--- src/rtl/uart_rx.sv ---
// 8N1 UART receiver with 2-flop input synchronizer, mid-bit sampling,
// held-byte handshake (rcv/rd) and sticky framing/overrun flags.
module uart_rx #(
    parameter int BAUD = 104
) (
    input  logic       clk,
    input  logic       rstn,
    input  logic       rx,
    input  logic       rd,
    output logic [7:0] data,
    output logic       rcv,
    output logic       ferr,
    output logic       ovr,
    output logic       busy
);

    localparam logic [15:0] FULL = 16'(BAUD - 1);
    localparam logic [15:0] HALF = 16'(BAUD / 2 - 1);

    typedef enum logic [2:0] {
        IDLE,
        START,
        DATA,
        STOP,
        WAITHI
    } state_t;

    state_t      state;
    logic [15:0] cnt;
    logic [2:0]  idx;
    logic [7:0]  shreg;
    logic        rx_meta;
    logic        rxs;

    logic at_full;
    logic at_half;
    logic stop_hit;
    logic accept;
    logic frame_err;

    assign at_full   = (cnt == FULL);
    assign at_half   = (cnt == HALF);
    assign stop_hit  = (state == STOP) && at_full;
    assign accept    = stop_hit && rxs;
    assign frame_err = stop_hit && !rxs;
    assign busy      = (state != IDLE);

    always_ff @(posedge clk or negedge rstn) begin
        if (!rstn) begin
            state   <= IDLE;
            cnt     <= '0;
            idx     <= '0;
            shreg   <= '0;
            rx_meta <= 1'b1;
            rxs     <= 1'b1;
            data    <= '0;
            rcv     <= 1'b0;
            ferr    <= 1'b0;
            ovr     <= 1'b0;
        end else begin
            rx_meta <= rx;
            rxs     <= rx_meta;

            // Later assignments win: accept and framing error override rd.
            if (rd) begin
                rcv  <= 1'b0;
                ferr <= 1'b0;
                ovr  <= 1'b0;
            end
            if (accept) begin
                if (!rcv || rd) begin
                    data <= shreg;
                    rcv  <= 1'b1;
                end else begin
                    ovr <= 1'b1;
                end
            end
            if (frame_err) begin
                ferr <= 1'b1;
            end

            unique case (state)
                IDLE: begin
                    cnt <= '0;
                    if (!rxs) state <= START;
                end
                START: begin
                    if (at_half) begin
                        cnt   <= '0;
                        idx   <= '0;
                        state <= rxs ? IDLE : DATA;
                    end else begin
                        cnt <= cnt + 16'd1;
                    end
                end
                DATA: begin
                    if (at_full) begin
                        shreg <= {rxs, shreg[7:1]};
                        cnt   <= '0;
                        idx   <= idx + 3'd1;
                        if (idx == 3'd7) state <= STOP;
                    end else begin
                        cnt <= cnt + 16'd1;
                    end
                end
                STOP: begin
                    if (at_full) begin
                        cnt   <= '0;
                        state <= rxs ? IDLE : WAITHI;
                    end else begin
                        cnt <= cnt + 16'd1;
                    end
                end
                WAITHI: begin
                    cnt <= '0;
                    if (rxs) state <= IDLE;
                end
                default: state <= IDLE;
            endcase
        end
    end

endmodule

--- config.mk ---
export PLATFORM = sky130hd
export DESIGN_NAME = uart_rx
export DESIGN_NICKNAME = d
export VERILOG_FILES = /design/src/rtl/uart_rx.sv
export SDC_FILE = /design/constraint.sdc
export NUM_CORES = 1
export LEC_CHECK = 0
export ABC_AREA = 1
export BUFFER_PORTS_ARGS = -buffer_cell sky130_fd_sc_hd__buf_2
export CAP_MARGIN = 10
export CORE_MARGIN = 1.5
export CORE_UTILIZATION = 30
export CTS_CLUSTER_DIAMETER = 200
export CTS_CLUSTER_SIZE = 25
export DETAILED_ROUTE_END_ITERATION = 6
export HOLD_SLACK_MARGIN = 0.12
export PLACE_DENSITY = 0.55
export SETUP_SLACK_MARGIN = 0.5
export SLEW_MARGIN = 20
export SYNTH_ARGS = -nofsm -noshare
export SYNTH_HDL_FRONTEND = slang
export SYNTH_SLANG_ARGS = --single-unit
--- constraint.sdc ---
create_clock -name clk -period 2.7 [get_ports clk]
set_input_delay 0.27 -clock clk [delete_from_list [all_inputs] [get_ports clk]]
set_output_delay 0.27 -clock clk [all_outputs]
set_load 0.005 [all_outputs]
After elaboration in Yosys (flattened, before gate mapping)
Index checks and enable logic that the tools add are counted.

cells by class
  reduce and logical (&&, ||, !) cells = 17
  add/sub/neg operators = 2
  muxes and demuxes = 23
  equal/unequal tests = 13

operator list
  operator               number
  $pmux 16 s3            1
  $mux 16                2
  $mux 3                 9
  $add 16x1->16 const B  1
  $eq 16x6->1 const B    1
  $eq 16x7->1 const B    1
  $pmux 3 s5             1
  $ne 2x2->1 const B     6
  $mux 1                 8
  $eq 3x2->1 const B     2
  $eq 3x3->1 const B     2
  $pmux 3 s2             1
  $reduce_and 6->1       1
  $reduce_bool 3->1      2
  $reduce_and 2->1       2
  $reduce_bool 2->1      2
  $reduce_or 2->1        2
  $add 3x1->3 const B    1
  $eq 3x1->1 const B     1
  $logic_and 1x1->1      3
  $logic_not 3->1        1
  $reduce_and 3->1       1
  $logic_not 1->1        2
  $mux 2                 1
  $logic_or 1x1->1       1

storage, ports and cells
  logic and storage cells = 65
  flip-flop bits (word level) = 43
  bits of input ports = 4

Logic depth before layout (Yosys ltp)
  depth in word-level cells = 4
  depth in mapped cells = 10
  gate-level depth less buffers = 10

Worst setup path before layout
Ideal clock, no wire load.

  kind = flip-flop to flip-flop
  start point = register cnt[0]
  end point = register cnt[11]
  clock period less this slack = 1.379 ns
  stages on the path, launching flop included = 9
  data arrival time = 1.258 ns
  library setup time = 0.121 ns
  data required time = 2.579 ns
  slack = 1.321 ns
  path buffers = 0
  cells stage by stage = dfrtp_1 > ha_1 > nand3_1 > nor2_2 > nand2_2 > nand2_4 > nand2_4 > nor2_4 > nor2_1

on the way
  cells in the longest elaborated chain, start to end = 3
  elaborated cells on any way between the ends = 6
  classes of those cells = add/sub (1); eq/ne (2); mux (3)

ends and longest elaborated chain
  item                                   RTL line      text
  start, declared                        29            logic [15:0] cnt;
  start signal, assigned                 93            cnt <= cnt + 16'd1;
  start signal, assigned                 103           cnt <= cnt + 16'd1;
  start signal, assigned                 111           cnt <= cnt + 16'd1;
  $add 16x1->16 (tied with other cells)  93, 103, 111
  $mux 16, on equally long branches      97, 107, 88
  $pmux 16 s3 *                          82            unique case (state)

Mark *: on every way between the ends. The rest lies on a longest branch, timed or not.
A chain may end at the register's enable or synchronous reset.

Final worst setup path
  start point = register cnt[0]
  end point = register idx[0]

on the way
  cells in the longest elaborated chain, start to end = 3
  elaborated cells on any way between the ends = 5
  classes of those cells = eq/ne (4); reduce/logical (1)

ends and longest elaborated chain
  item                                               RTL line  text
  $eq 16x6->1 / $eq 16x7->1 (equally long branches)  42, 41
  $ne 2x2->1 (no source line)                        -
  $reduce_and 3->1 (no source line) *                -
  end signal, assigned                               100       idx <= idx + 3'd1;
  end, declared                                      30        logic [2:0] idx;

Marked as above.

==> impl_results.md <==
- Max IR drop VDD: 0.1669 mV
- Starting Density: 31.41%
- WHS Endpoint: ferr
- WS Path Type: register to register
- Worst Min Path Start: rd
- Slew @ Worst Pin: 638.4 ps
- Antenna Cells: 0
- Root Buffer: clkbuf_8
- HPWL after DPL: 3313 um
- Worst flop-to-flop path startpoint: cnt[0]
- Layout Nets: roughly 330
- Vias/cell: roughly 4.3
- Post-synthesis cell type count: 30
- DRT Pass-1 Iters: 6
- TritonCTS buffer count: 5
- Pin count of the biggest net entering global routing: 44
- Max-slew violation count: 0
- Fmax achieved: 540.9 MHz
- Total GRT Usage: 11.98%
- Hold WS: between 200 and 250 ps
- WP data arrival: 2050 ps
- Total grt overflow: 0
- Worst setup SP type: register
- R2r setup slk: 850 ps
- Global-route wire length before repair: 7872 um
- Main flop type after synthesis: dfrtp_1
- Rows: 31
- Die Span X: 90.84 um
- Mapped Cells: ~300
- Clk_lat worst skew: 300 ps
- Post-synth design cell area: 2315 um2
- Count of final setup violators: 0
- Post-synth ARST share: 100.0%
- WP data required: 2900 ps
- Final Hold Fails: 0
- Number of max-cap violations: 0
- Worst setup margin: approximately 850 ps
- Clock buffer depth: 2
- Largest fanout on the critical path: 11
- Initial antenna violation count: 0
- Area delta synth->final: 12.43%
- Post-synth net total: approximately 310
- Top post-synthesis cells by count: nand2_1 (121), dfrtp_1 (41), inv_1 (31)
- Area fraction of the dominant cell type after synthesis: 44.32%
- Area contributors post-synth: dfrtp_1 (44%), nand2_1 (20%), inv_1 (5.0%)
- Share of cells above drive strength 1: ~15%
- PD cells: 421.6 nW/um2
- Tcrit/Tclk final: 68.48%
- Hold-fix buffers, CTS: 1
- CTS-repair resized insts: 0
- # DRC: 0
- End of the worst register-to-register path: idx[0]
- Tmin final: 1849 ps
- Final setup TNS: 0 ps
- Final WL: 4537 um
- Vias: 1817
- Count leader, synth: nand2_1
- Post-layout util: a little over a third
- Clock Pin Slew Worst Setup and Hold Paths: roughly 80 ps
- Post-Layout Inst Area: 2603 um2
- Skew final: 6.119 ps
- Leakage: 1.392 nW
- Hold Path Class: primary input to register
- #FFs+latches synth: 43
- Hold Path Stages: 4
- I/O pin count: 16
- CTS H-Tree Depth: 2
- Core ar.: 7370 um2
- R2R depth: 8
- Relative slew slack: between 50% and 60%
- CTS tree: yes
- Vias in the first global route: 1673
- Sequential fraction of the synthesis area: 46.59%
- Outcome: finished clean
- Dpl ws: 844.7 ps
- Die Y: 90.84 um
- Ys Warns: 0
- Post-DP Area: 2469 um2
- Crit. End Element: register
- Number of flops mapped to enable cells by yosys: 0
- Initial DRC Count: 98
- Post-CTS setup buffer count: 0
- Clock Sinks: between 40 and 50
- Post-route ant nets: 0
- RePlAce Congestion: 0.7839
- Die area: 8252 um2
- Mapped Avg Cell Area: 7.690 um2
- Avg WL per Cell: around 11 um
- Cell taking the most area after synthesis: dfrtp_1
- Port bufs: 15
- RSZ-0062 raised after global routing: false
## cell usage in the layout (no fill, tap or decap), types with 2 or more instances in the layout
cell type | synthesis | routed
o21ai_2 | 2 | 2
nor2_4 | 3 | 3
nor3_1 | 4 | 4
nor2_1 | 28 | 28
dlygate4sd3_1 | 0 | 2
ha_1 | 3 | 3
nor2_2 | 4 | 4
inv_2 | 3 | 3
nand2_2 | 3 | 3
nand3b_1 | 2 | 2
clkbuf_8 | 0 | 5
nand2_1 | 121 | 121
buf_2 | 0 | 15
nand2_4 | 3 | 3
dfrtp_1 | 41 | 41
xor2_1 | 3 | 3
inv_1 | 31 | 31
nand4_1 | 14 | 14
nand3_1 | 16 | 16
dfstp_2 | 2 | 2
xnor2_1 | 2 | 2
clkinv_4 | 0 | 2
o21ai_0 | 3 | 3
## worst max-delay path by stage
stage,from,to,slack (ps),cells past startpoint
after floorplan,cnt[0],cnt[11],1320,8
after global placement,cnt[0],idx[0],910,8
after detailed placement,cnt[0],idx[0],840,8
after CTS,cnt[0],idx[0],830,8
after global routing,cnt[0],idx[0],610,8
final,cnt[0],idx[0],850,8
## routing by layer
layer	track usage (%)	up-vias	share of wire (%)
met2	17.67	10	43
met1	16.56	830	53
met3	2.778	5	1.8
li1	-	972	-
met5	0	-	0
met4	5.469	0	1.9
## critical path: stages (launching register included)
cell	delay [ps]
dfrtp_1	400
ha_1	240
nand3_1	110
nor2_2	160
nand3_1	350
nand2_1	250
nand2_1	110
nand2_1	70
nand2_1	50
## cell families after synthesis
kind of cell / after synthesis / synth area share, %
XOR/XNOR: 5 / 1.892
flip-flops: 43 / 46.59
buffers and inverters: 41 / 7.892
AO/OA/AOI/OAI: 8 / 2.216
AND/OR/NAND/NOR: 201 / 39.78
adder cells (fa/ha/maj): 3 / 1.622
## power by group
group	leakage (nW)	switching (mW)	internal, mW
Clock	0.0443	0.240	0.185
Sequential	0.579	0.00384	0.646
Combinational	0.769	0.0155	0.00698
## cell type report
cell class | instances | area (um2)
Clock buffer | 5 | 68.82
Sequential cell | 43 | 1079
Multi-Input combinational cell | 217 | 1054
Inverter | 36 | 137.6
Fill cell | 812 | 4767
Clock inverter | 3 | 25.02
Tap cell | 99 | 123.9
Timing Repair Buffer | 18 | 115.1
## registers in the layout (all words and copies together), names as in the netlist
signal	count
ferr	1
ovr	1
cnt	16
rcv	1
rxs	1
shreg	8
data	8
rx_meta	1
idx	3
state	3
## stage by stage
| step | std cells | power (mW) |
|---|---|---|
| 2_1_floorplan | 301 | 0.6655 |
| 3_3_place_gp | 410 | 0.6812 |
| 3_5_place_dp | 410 | 0.6812 |
| 4_1_cts | 419 | 1.118 |
| 5_1_grt | 421 | 1.154 |
| 6_report | 421 | 1.097 |
Note: power is estimated with default switching activity, not from simulation.
